`config.mk`:
```
export PLATFORM = sky130hd
export DESIGN_NAME = debug_priv_ctrl
export DESIGN_NICKNAME = d
export VERILOG_FILES = /design/src/rtl/debug_priv_ctrl.sv
export SDC_FILE = /design/constraint.sdc
export NUM_CORES = 1
export LEC_CHECK = 0
export BUFFER_PORTS_ARGS = -buffer_cell sky130_fd_sc_hd__clkbuf_2
export CELL_PAD_IN_SITES_DETAIL_PLACEMENT = 0
export CELL_PAD_IN_SITES_GLOBAL_PLACEMENT = 1
export CORE_ASPECT_RATIO = 1.25
export CORE_UTILIZATION = 30
export CTS_CLUSTER_DIAMETER = 50
export CTS_CLUSTER_SIZE = 8
export DETAILED_ROUTE_END_ITERATION = 10
export PLACE_DENSITY = 0.8
export RECOVER_POWER = 50
export SYNTH_ARGS = -nofsm -noshare
export SYNTH_HDL_FRONTEND = slang
export SYNTH_SLANG_ARGS = --single-unit
```
`constraint.sdc`:
```
create_clock -name clk_i -period 3.6 [get_ports clk_i]
set_input_delay 0.18 -clock clk_i [delete_from_list [all_inputs] [get_ports clk_i]]
set_output_delay 0.18 -clock clk_i [all_outputs]
set_load 0.02 [all_outputs]
```
`src/rtl/debug_priv_ctrl.sv`:
```
// Per-hart debug-mode entry and privilege override, gated by a shared
// password-based unlock FSM with a failure counter and timed lockout.
module debug_priv_ctrl #(
    parameter  int NUM_HARTS      = 4,
    parameter  int PW_WIDTH       = 64,
    parameter  int MAX_ATTEMPTS   = 3,
    parameter  int LOCKOUT_CYCLES = 1024,
    localparam int FCW            = $clog2(MAX_ATTEMPTS + 1)
) (
    input  logic                   clk_i,
    input  logic                   rst_i,
    input  logic [2*NUM_HARTS-1:0] priv_lvl_i,
    input  logic [NUM_HARTS-1:0]   ebreakm_i,
    input  logic [NUM_HARTS-1:0]   ebreaks_i,
    input  logic [NUM_HARTS-1:0]   ebreaku_i,
    input  logic [NUM_HARTS-1:0]   debug_req_i,
    input  logic [NUM_HARTS-1:0]   debug_exit_i,
    input  logic                   pw_valid_i,
    input  logic [PW_WIDTH-1:0]    pw_data_i,
    input  logic [PW_WIDTH-1:0]    pw_ref_i,
    input  logic                   relock_i,
    output logic                   pw_ready_o,
    output logic                   auth_ok_o,
    output logic                   auth_fail_o,
    output logic                   unlocked_o,
    output logic                   lockout_o,
    output logic [FCW-1:0]         fail_cnt_o,
    output logic [NUM_HARTS-1:0]   debug_mode_o,
    output logic [NUM_HARTS-1:0]   debug_deny_o,
    output logic [2*NUM_HARTS-1:0] priv_lvl_o
);

    localparam int TW = (LOCKOUT_CYCLES > 1) ? $clog2(LOCKOUT_CYCLES) : 1;

    typedef enum logic [1:0] {
        LOCKED   = 2'd0,
        CHECK    = 2'd1,
        UNLOCKED = 2'd2,
        LOCKOUT  = 2'd3
    } auth_state_e;

    auth_state_e           state_q, state_d;
    logic [PW_WIDTH-1:0]   pw_q;
    logic [TW-1:0]         timer_q;
    logic [FCW-1:0]        fail_cnt_q;
    logic [FCW-1:0]        fail_cnt_inc;
    logic                  auth_ok_q, auth_fail_q;
    logic                  pw_match;
    logic                  hit_limit;
    logic                  clear_all;
    logic [NUM_HARTS-1:0]  debug_mode_q, debug_mode_d;
    logic [NUM_HARTS-1:0]  debug_deny_q, debug_deny_d;
    logic [NUM_HARTS-1:0]  level_en;
    logic [NUM_HARTS-1:0]  grant;

    assign pw_match     = (pw_q == pw_ref_i);
    // Saturating increment: the counter never wraps past the attempt limit.
    assign fail_cnt_inc = (fail_cnt_q == FCW'(MAX_ATTEMPTS)) ? fail_cnt_q : fail_cnt_q + FCW'(1);
    assign hit_limit    = (fail_cnt_inc == FCW'(MAX_ATTEMPTS));

    always_ff @(posedge clk_i or posedge rst_i) begin
        if (rst_i) begin
            state_q <= LOCKED;
        end else begin
            state_q <= state_d;
        end
    end

    always_comb begin
        state_d = state_q;
        case (state_q)
            LOCKED:   if (pw_valid_i) state_d = CHECK;
            CHECK: begin
                if (pw_match)       state_d = UNLOCKED;
                else if (hit_limit) state_d = LOCKOUT;
                else                state_d = LOCKED;
            end
            UNLOCKED: if (relock_i) state_d = LOCKED;
            LOCKOUT:  if (timer_q == '0) state_d = LOCKED;
            default:  state_d = LOCKED;
        endcase
    end

    always_comb begin
        pw_ready_o  = (state_q == LOCKED);
        unlocked_o  = (state_q == UNLOCKED);
        lockout_o   = (state_q == LOCKOUT);
        auth_ok_o   = auth_ok_q;
        auth_fail_o = auth_fail_q;
        fail_cnt_o  = fail_cnt_q;
    end

    // Password holding register is wiped as soon as the comparison is done.
    always_ff @(posedge clk_i or posedge rst_i) begin
        if (rst_i) begin
            pw_q        <= '0;
            timer_q     <= '0;
            fail_cnt_q  <= '0;
            auth_ok_q   <= 1'b0;
            auth_fail_q <= 1'b0;
        end else begin
            auth_ok_q   <= (state_q == CHECK) && pw_match;
            auth_fail_q <= (state_q == CHECK) && !pw_match;
            case (state_q)
                LOCKED: begin
                    if (pw_valid_i) pw_q <= pw_data_i;
                end
                CHECK: begin
                    pw_q <= '0;
                    if (pw_match) begin
                        fail_cnt_q <= '0;
                    end else begin
                        fail_cnt_q <= fail_cnt_inc;
                        if (hit_limit) timer_q <= TW'(LOCKOUT_CYCLES - 1);
                    end
                end
                LOCKOUT: begin
                    if (timer_q == '0) fail_cnt_q <= '0;
                    else               timer_q    <= timer_q - TW'(1);
                end
                default: ;
            endcase
        end
    end

    assign clear_all = relock_i || ((state_q == UNLOCKED) && (state_d == LOCKED));

    // Reserved privilege encoding never has an enable bit, so it always denies.
    always_comb begin
        level_en     = '0;
        grant        = '0;
        debug_deny_d = '0;
        debug_mode_d = debug_mode_q;
        priv_lvl_o   = priv_lvl_i;
        for (int h = 0; h < NUM_HARTS; h++) begin
            case (priv_lvl_i[2*h +: 2])
                2'b11:   level_en[h] = ebreakm_i[h];
                2'b01:   level_en[h] = ebreaks_i[h];
                2'b00:   level_en[h] = ebreaku_i[h];
                default: level_en[h] = 1'b0;
            endcase
            grant[h] = debug_req_i[h] && !debug_mode_q[h] && unlocked_o
                       && !relock_i && level_en[h];
            debug_deny_d[h] = debug_req_i[h] && !debug_mode_q[h] && !grant[h];
            if (clear_all)
                debug_mode_d[h] = 1'b0;
            else if (debug_mode_q[h] && debug_exit_i[h])
                debug_mode_d[h] = 1'b0;
            else if (grant[h])
                debug_mode_d[h] = 1'b1;
            if (debug_mode_q[h]) priv_lvl_o[2*h +: 2] = 2'b11;
        end
    end

    always_ff @(posedge clk_i or posedge rst_i) begin
        if (rst_i) begin
            debug_mode_q <= '0;
            debug_deny_q <= '0;
        end else begin
            debug_mode_q <= debug_mode_d;
            debug_deny_q <= debug_deny_d;
        end
    end

    assign debug_mode_o = debug_mode_q;
    assign debug_deny_o = debug_deny_q;

endmodule

```
# ---- Yosys cells after proc, flatten, opt, wreduce, memory -nomap -nowiden
# Index checks and enable logic that the tools add are counted.
dict set report totals {
  register_bits 88
  in_bits 160
  output_inout_bits 23
}
dict set report op_classes {
  n_addsub 2
  eq_ne 19
  muxes 36
  n_reduce_logical 54
}
# operator n
set op_table {}
lappend op_table {{one-hot mux 64 bit (2 select lines)} 1}
lappend op_table {{== test 64 bit} 1}
lappend op_table {{two-way mux 64 bit} 1}
lappend op_table {{two-way mux 10 bit} 3}
lappend op_table {{logical AND 1 bit} 27}
lappend op_table {{two-way mux 2 bit} 12}
lappend op_table {{one-hot mux 10 bit (2 select lines)} 1}
lappend op_table {{== test 2 bit, second input constant} 8}
lappend op_table {{zero test 2 bit} 6}
lappend op_table {{two-way mux 1 bit} 12}
lappend op_table {{one-hot mux 1 bit (3 select lines)} 4}
lappend op_table {{nonzero test 3 bit} 4}
lappend op_table {{== test 2 x 1 -> 1 bit, second input constant} 5}
lappend op_table {{zero test 1 bit} 10}
lappend op_table {{zero test 10 bit} 1}
lappend op_table {{subtractor 10 x 1 -> 10 bit, second input constant} 1}
lappend op_table {{!= test 2 bit, second input constant} 4}
lappend op_table {{one-hot mux 2 bit (4 select lines)} 1}
lappend op_table {{one-hot mux 2 bit (2 select lines)} 1}
lappend op_table {{AND reduction 2 bit} 2}
lappend op_table {{AND reduction 4 bit} 1}
lappend op_table {{nonzero test 2 bit} 2}
lappend op_table {{adder 2 x 1 -> 2 bit, second input constant} 1}
lappend op_table {{!= test 2 x 1 -> 1 bit, second input constant} 1}
lappend op_table {{logical OR 1 bit} 1}

# ---- Depth between registers and ports, before layout
dict set report logic_depth {
  depth_word 10
  depth_mapped 8
}

# ---- Least setup slack after synthesis
# Ideal clock, no wire load.
dict set report synth_path {
  path_type {reg2reg}
  from {register pw_q[14]}
  to {register timer_q[9]}
  setup_ns 0.126
  arrival_ns 1.662
  slack_ns 1.812
  path_stages_with_launch 8
  path_buffers 1
  period_less_slack_ns 1.788
  cell_sequence {dfrtp_1 > xnor2_1 > nand4_1 > nor4_2 > nand4_1 > and2_4 > buf_6 > a221o_1}
}
dict set report synth_via {
  elab_chain_cells 3
}
# item line_no
set synth_rtl {}
lappend synth_rtl {{from (decl)} 43} ;# logic [PW_WIDTH-1:0] pw_q;
lappend synth_rtl {{from (signal assigned)} 106} ;# if (pw_valid_i) pw_q <= pw_data_i;
lappend synth_rtl {{== test 64 bit} 56} ;# assign pw_match = (pw_q == pw_ref_i);
lappend synth_rtl {{!= test 2 bit (no line)} --}
lappend synth_rtl {{AND reduction 4 bit (no line)} --}
lappend synth_rtl {{to (signal assigned)} 114} ;# if (hit_limit) timer_q <= TW'(LOCKOUT_CYCLES - 1);
lappend synth_rtl {{to (signal assigned)} 119} ;# else timer_q <= timer_q - TW'(1);
lappend synth_rtl {{to (decl)} 44} ;# logic [TW-1:0] timer_q;
# No other way between the ends.
# A chain may end at the register's enable or synchronous reset.

==> results.json <==
{
  "detail_route.first_pass.iterations": 6,
  "core_mm2": 0.01341,
  "drive_above_1_share": 0.3944,
  "antenna-diode-count": 0,
  "final.setup_skew_ns": 0.01079,
  "worstSetupEndpointType": "async pin",
  "leakagePower_nw": 2.590,
  "final-hold-violation-count": 0,
  "combinationalPowerShare": 0.330,
  "cts_setup_buffers": 0,
  "drv_cap": 1,
  "tightest_slew_ns": 2.726,
  "cts.root.buffer_cell": "sky130_fd_sc_hd__clkbuf_16",
  "cp_max_fo": 62,
  "cts_repair_resize_count": 0,
  "synth_top_area_cell": "sky130_fd_sc_hd__dfrtp_1",
  "post-route-drc-count": 0,
  "worstReg2RegStart": "state_q[0]",
  "post_dp_hpwl_mm": 8.807,
  "reg2regPathDepth": 4,
  "syn-num-nets": 512,
  "setup_tns_ns": 0,
  "slew_violations": 63,
  "port_buffers": 182,
  "overall_routed_net_length_mm": 11.31,
  "synthesis.area_per_instance_um2": 11.95,
  "critical-path-max-stage-delay_ns": 1.54,
  "critical_path.cell_chain": "clkbuf_1, clkinvlp_2, clkbuf_2",
  "seqPwrFrac": 0.428,
  "report.final.setup_viol": 0,
  "syn_inst": 350,
  "cts_sink_count": 88,
  "detailedRoute.firstIterationViolations": 126,
  "wire_per_inst_um": 16.01,
  "synthesis.area_mm2": 0.004183,
  "failed_checks": "capacitance limit, slew limit",
  "route.vias.total": 3515,
  "drtAntennaViolNets": 0,
  "post_synth_main_area_contributors": "sky130_fd_sc_hd__dfrtp_1 53%, sky130_fd_sc_hd__a22o_1 14%, sky130_fd_sc_hd__xnor2_1 14%, sky130_fd_sc_hd__nand4_1 2.5%, sky130_fd_sc_hd__nor4_2 1.2%",
  "antenna_found_initial": 0,
  "number_of_primary_i_o_pins": 183,
  "gr-usage-all-layers": 0.1612,
  "clk_latency_ns": 0.34,
  "timing.critical_path.from": "rst_i",
  "flop_to_flop_setup_slack_ns": 1.61,
  "die_width_um": 107.6,
  "tritoncts": "done",
  "fp-row-count": 47,
  "hp-class": "in2reg",
  "n_fill_cell": 1319,
  "yosys_warnings": 0,
  "area_share_of_the_largest_cell_type_after_synthesis": 0.5265,
  "areaGrowthSynthToFinish_pct": 32.72,
  "post_synth_cell_types": 40,
  "worst_setup_path_type": "in2async",
  "fp.dieArea_mm2": 0.01442,
  "preCtsSetupSlack_ns": 1.550,
  "cell_internal_pwr_mw": 2.530,
  "rsz_0062_raised_after_global_routing": "no",
  "final_nets": 693,
  "timing.fmax_mhz": 454.2,
  "worst-endpoint-arrival_ns": 2.60,
  "clkSlewWorstSetupHoldPaths_ns": 0.06,
  "setup_ws_ns": 1.398,
  "cts-buffers-inserted": 9,
  "clock_share_of_power": 0.242,
  "clockBufferDepth": 2,
  "initial_core_util": 0.3120,
  "finalWorstPathRequiredPeriod_ns": 2.202,
  "chipHeight_um": 134.0,
  "grt_first_pass_wirelength_mm": 17.85,
  "globalRoute.totalOverflow": 0,
  "crit-reg2reg-capture": "pw_q[59]",
  "required_ns": 4.00,
  "grt_start_max_net_pins": 63,
  "p_per_area_mw_per_mm2": 684.7,
  "postSynthRegisterBits": 88,
  "layout.cells.most_common": "sky130_fd_sc_hd__clkbuf_2",
  "report.power.total_mw": 3.801,
  "irDropWorstVdd_v": 0.0002606,
  "routabilityCongestion": 0.8077,
  "timing.final.crit_share": 0.6116,
  "avg_vias_per_cell": 4.979,
  "swShare": 0.3344,
  "final_cell_mix": "171 x sky130_fd_sc_hd__clkbuf_2, 88 x sky130_fd_sc_hd__dfrtp_1, 68 x sky130_fd_sc_hd__a22o_1",
  "synth-seq-area-share": 0.5265,
  "first_global_vias": 3652,
  "net_switching_component_of_the_power_mw": 1.271,
  "run_status": "complete, but fails checks",
  "cts-htree-levels": 3,
  "cell_with_the_largest_stage_delay_on_the_worst_path": "sky130_fd_sc_hd__clkinvlp_2",
  "critical_path.startpoint_type": "primary input",
  "cts_hold_repair.buffers": 0,
  "slew_headroom": -0.8276,
  "endpoint": "pw_q[37]"
}
Yosys cell counts:
library cell and count:
sky130_fd_sc_hd__dfrtp_1 88, sky130_fd_sc_hd__a22o_1 68, sky130_fd_sc_hd__xnor2_1 65, sky130_fd_sc_hd__nand4_1 17, sky130_fd_sc_hd__nand2_1 12, sky130_fd_sc_hd__nor2_1 11, sky130_fd_sc_hd__or2_2 8, sky130_fd_sc_hd__buf_1 7
sky130_fd_sc_hd__clkbuf_1 7, sky130_fd_sc_hd__and2_1 6, sky130_fd_sc_hd__nand3_1 6, sky130_fd_sc_hd__inv_1 5, sky130_fd_sc_hd__a211oi_1 4, sky130_fd_sc_hd__a31oi_1 4, sky130_fd_sc_hd__mux2_2 4, sky130_fd_sc_hd__nor4_2 4
sky130_fd_sc_hd__xor2_1 4, sky130_fd_sc_hd__nor2b_1 3, sky130_fd_sc_hd__a221o_1 2, sky130_fd_sc_hd__ha_1 2, sky130_fd_sc_hd__nand4b_1 2, sky130_fd_sc_hd__nor3_1 2, sky130_fd_sc_hd__o21ai_0 2, sky130_fd_sc_hd__a211o_1 1
sky130_fd_sc_hd__a21o_1 1, sky130_fd_sc_hd__a21oi_1 1, sky130_fd_sc_hd__a21oi_2 1, sky130_fd_sc_hd__a22o_2 1, sky130_fd_sc_hd__and2_4 1, sky130_fd_sc_hd__and4_1 1, sky130_fd_sc_hd__buf_6 1, sky130_fd_sc_hd__nand2_2 1
sky130_fd_sc_hd__nand2b_1 1, sky130_fd_sc_hd__nor3_4 1, sky130_fd_sc_hd__nor3b_1 1, sky130_fd_sc_hd__o211ai_1 1, sky130_fd_sc_hd__o21a_1 1, sky130_fd_sc_hd__o21bai_1 1, sky130_fd_sc_hd__o2bb2ai_1 1, sky130_fd_sc_hd__or4_4 1
worst max-delay path: cells and delay by family:
family,cells,cell delay (ns)
buffers and inverters,3,2.40
layer usage:
layer  global-route usage  share of wire
met2               0.2699           0.51
met1               0.1934           0.41
met4              0.08676          0.032
met3              0.03207          0.054
met5                    0              0
cell families (layout without fill, tap and decap cells):
logic type               Yosys count  after routing  share of synthesized area
AND/OR/NAND/NOR                   78             78                     0.1128
flip-flops                        88             88                     0.5265
XOR/XNOR                          69             69                     0.1445
AO/OA/AOI/OAI                     89             89                     0.1798
adder cells (fa/ha/maj)            2              2                   0.005982
buffers and inverters             20            205                    0.01975
multiplexers                       4              4                    0.01077
flip-flops by register name, indices dropped and copies added (netlist names):
register      flops
debug_mode_o      4
state_q           2
debug_deny_o      4
timer_q          10
pw_q             64
fail_cnt_o        2
auth_fail_o       1
auth_ok_o         1
final cells by class:
type / instances / area (µm²) / area share
multi-input combinational: 242 / 1911 / 0.3442
clock inverter: 3 / 42.54 / 0.007663
tap: 171 / 214.0 / 0.03854
timing repair buffer: 185 / 915.9 / 0.1650
sequential: 88 / 2202 / 0.3967
inverter: 5 / 20.02 / 0.003606
clock buffer: 12 / 246.5 / 0.04440
worst min-delay path by stage:
stage | start | slack [ns] | to | cells past startpoint
CTS | debug_exit_i[0] | 0.009 | debug_mode_o[0] | 2
floorplan | relock_i | 0.25 | debug_mode_o[0] | 1
global route | debug_exit_i[1] | 0.01 | debug_mode_o[1] | 2
finish | debug_exit_i[0] | 0.02 | debug_mode_o[0] | 2
global placement | debug_exit_i[0] | 0.37 | debug_mode_o[0] | 2
detailed placement | debug_exit_i[0] | 0.37 | debug_mode_o[0] | 2
power by group through the flow:
| stage | logic, mW | registers [mW] | clock network [mW] |
|---|---|---|---|
| floorplan | 0.933 | 1.59 | 0 |
| CTS | 1.28 | 1.63 | 0.947 |
| global placement | 1.25 | 1.63 | 0 |
| detailed placement | 1.28 | 1.64 | 0 |
| global route | 1.38 | 1.68 | 0.978 |
| finish | 1.25 | 1.63 | 0.920 |
metrics by stage:
step	util	area, µm²	hold slack (ns)	cells
3_5_place_dp	0.3938	5280	0.3693	691
5_1_grt	0.4141	5552	0.01315	706
4_1_cts	0.4154	5569	0.009298	706
2_1_floorplan	-	4183	0.2468	350
3_3_place_gp	0.3938	5280	0.3677	691
6_report	0.4141	5552	0.02173	706
Power figures use the tool's default switching activity.
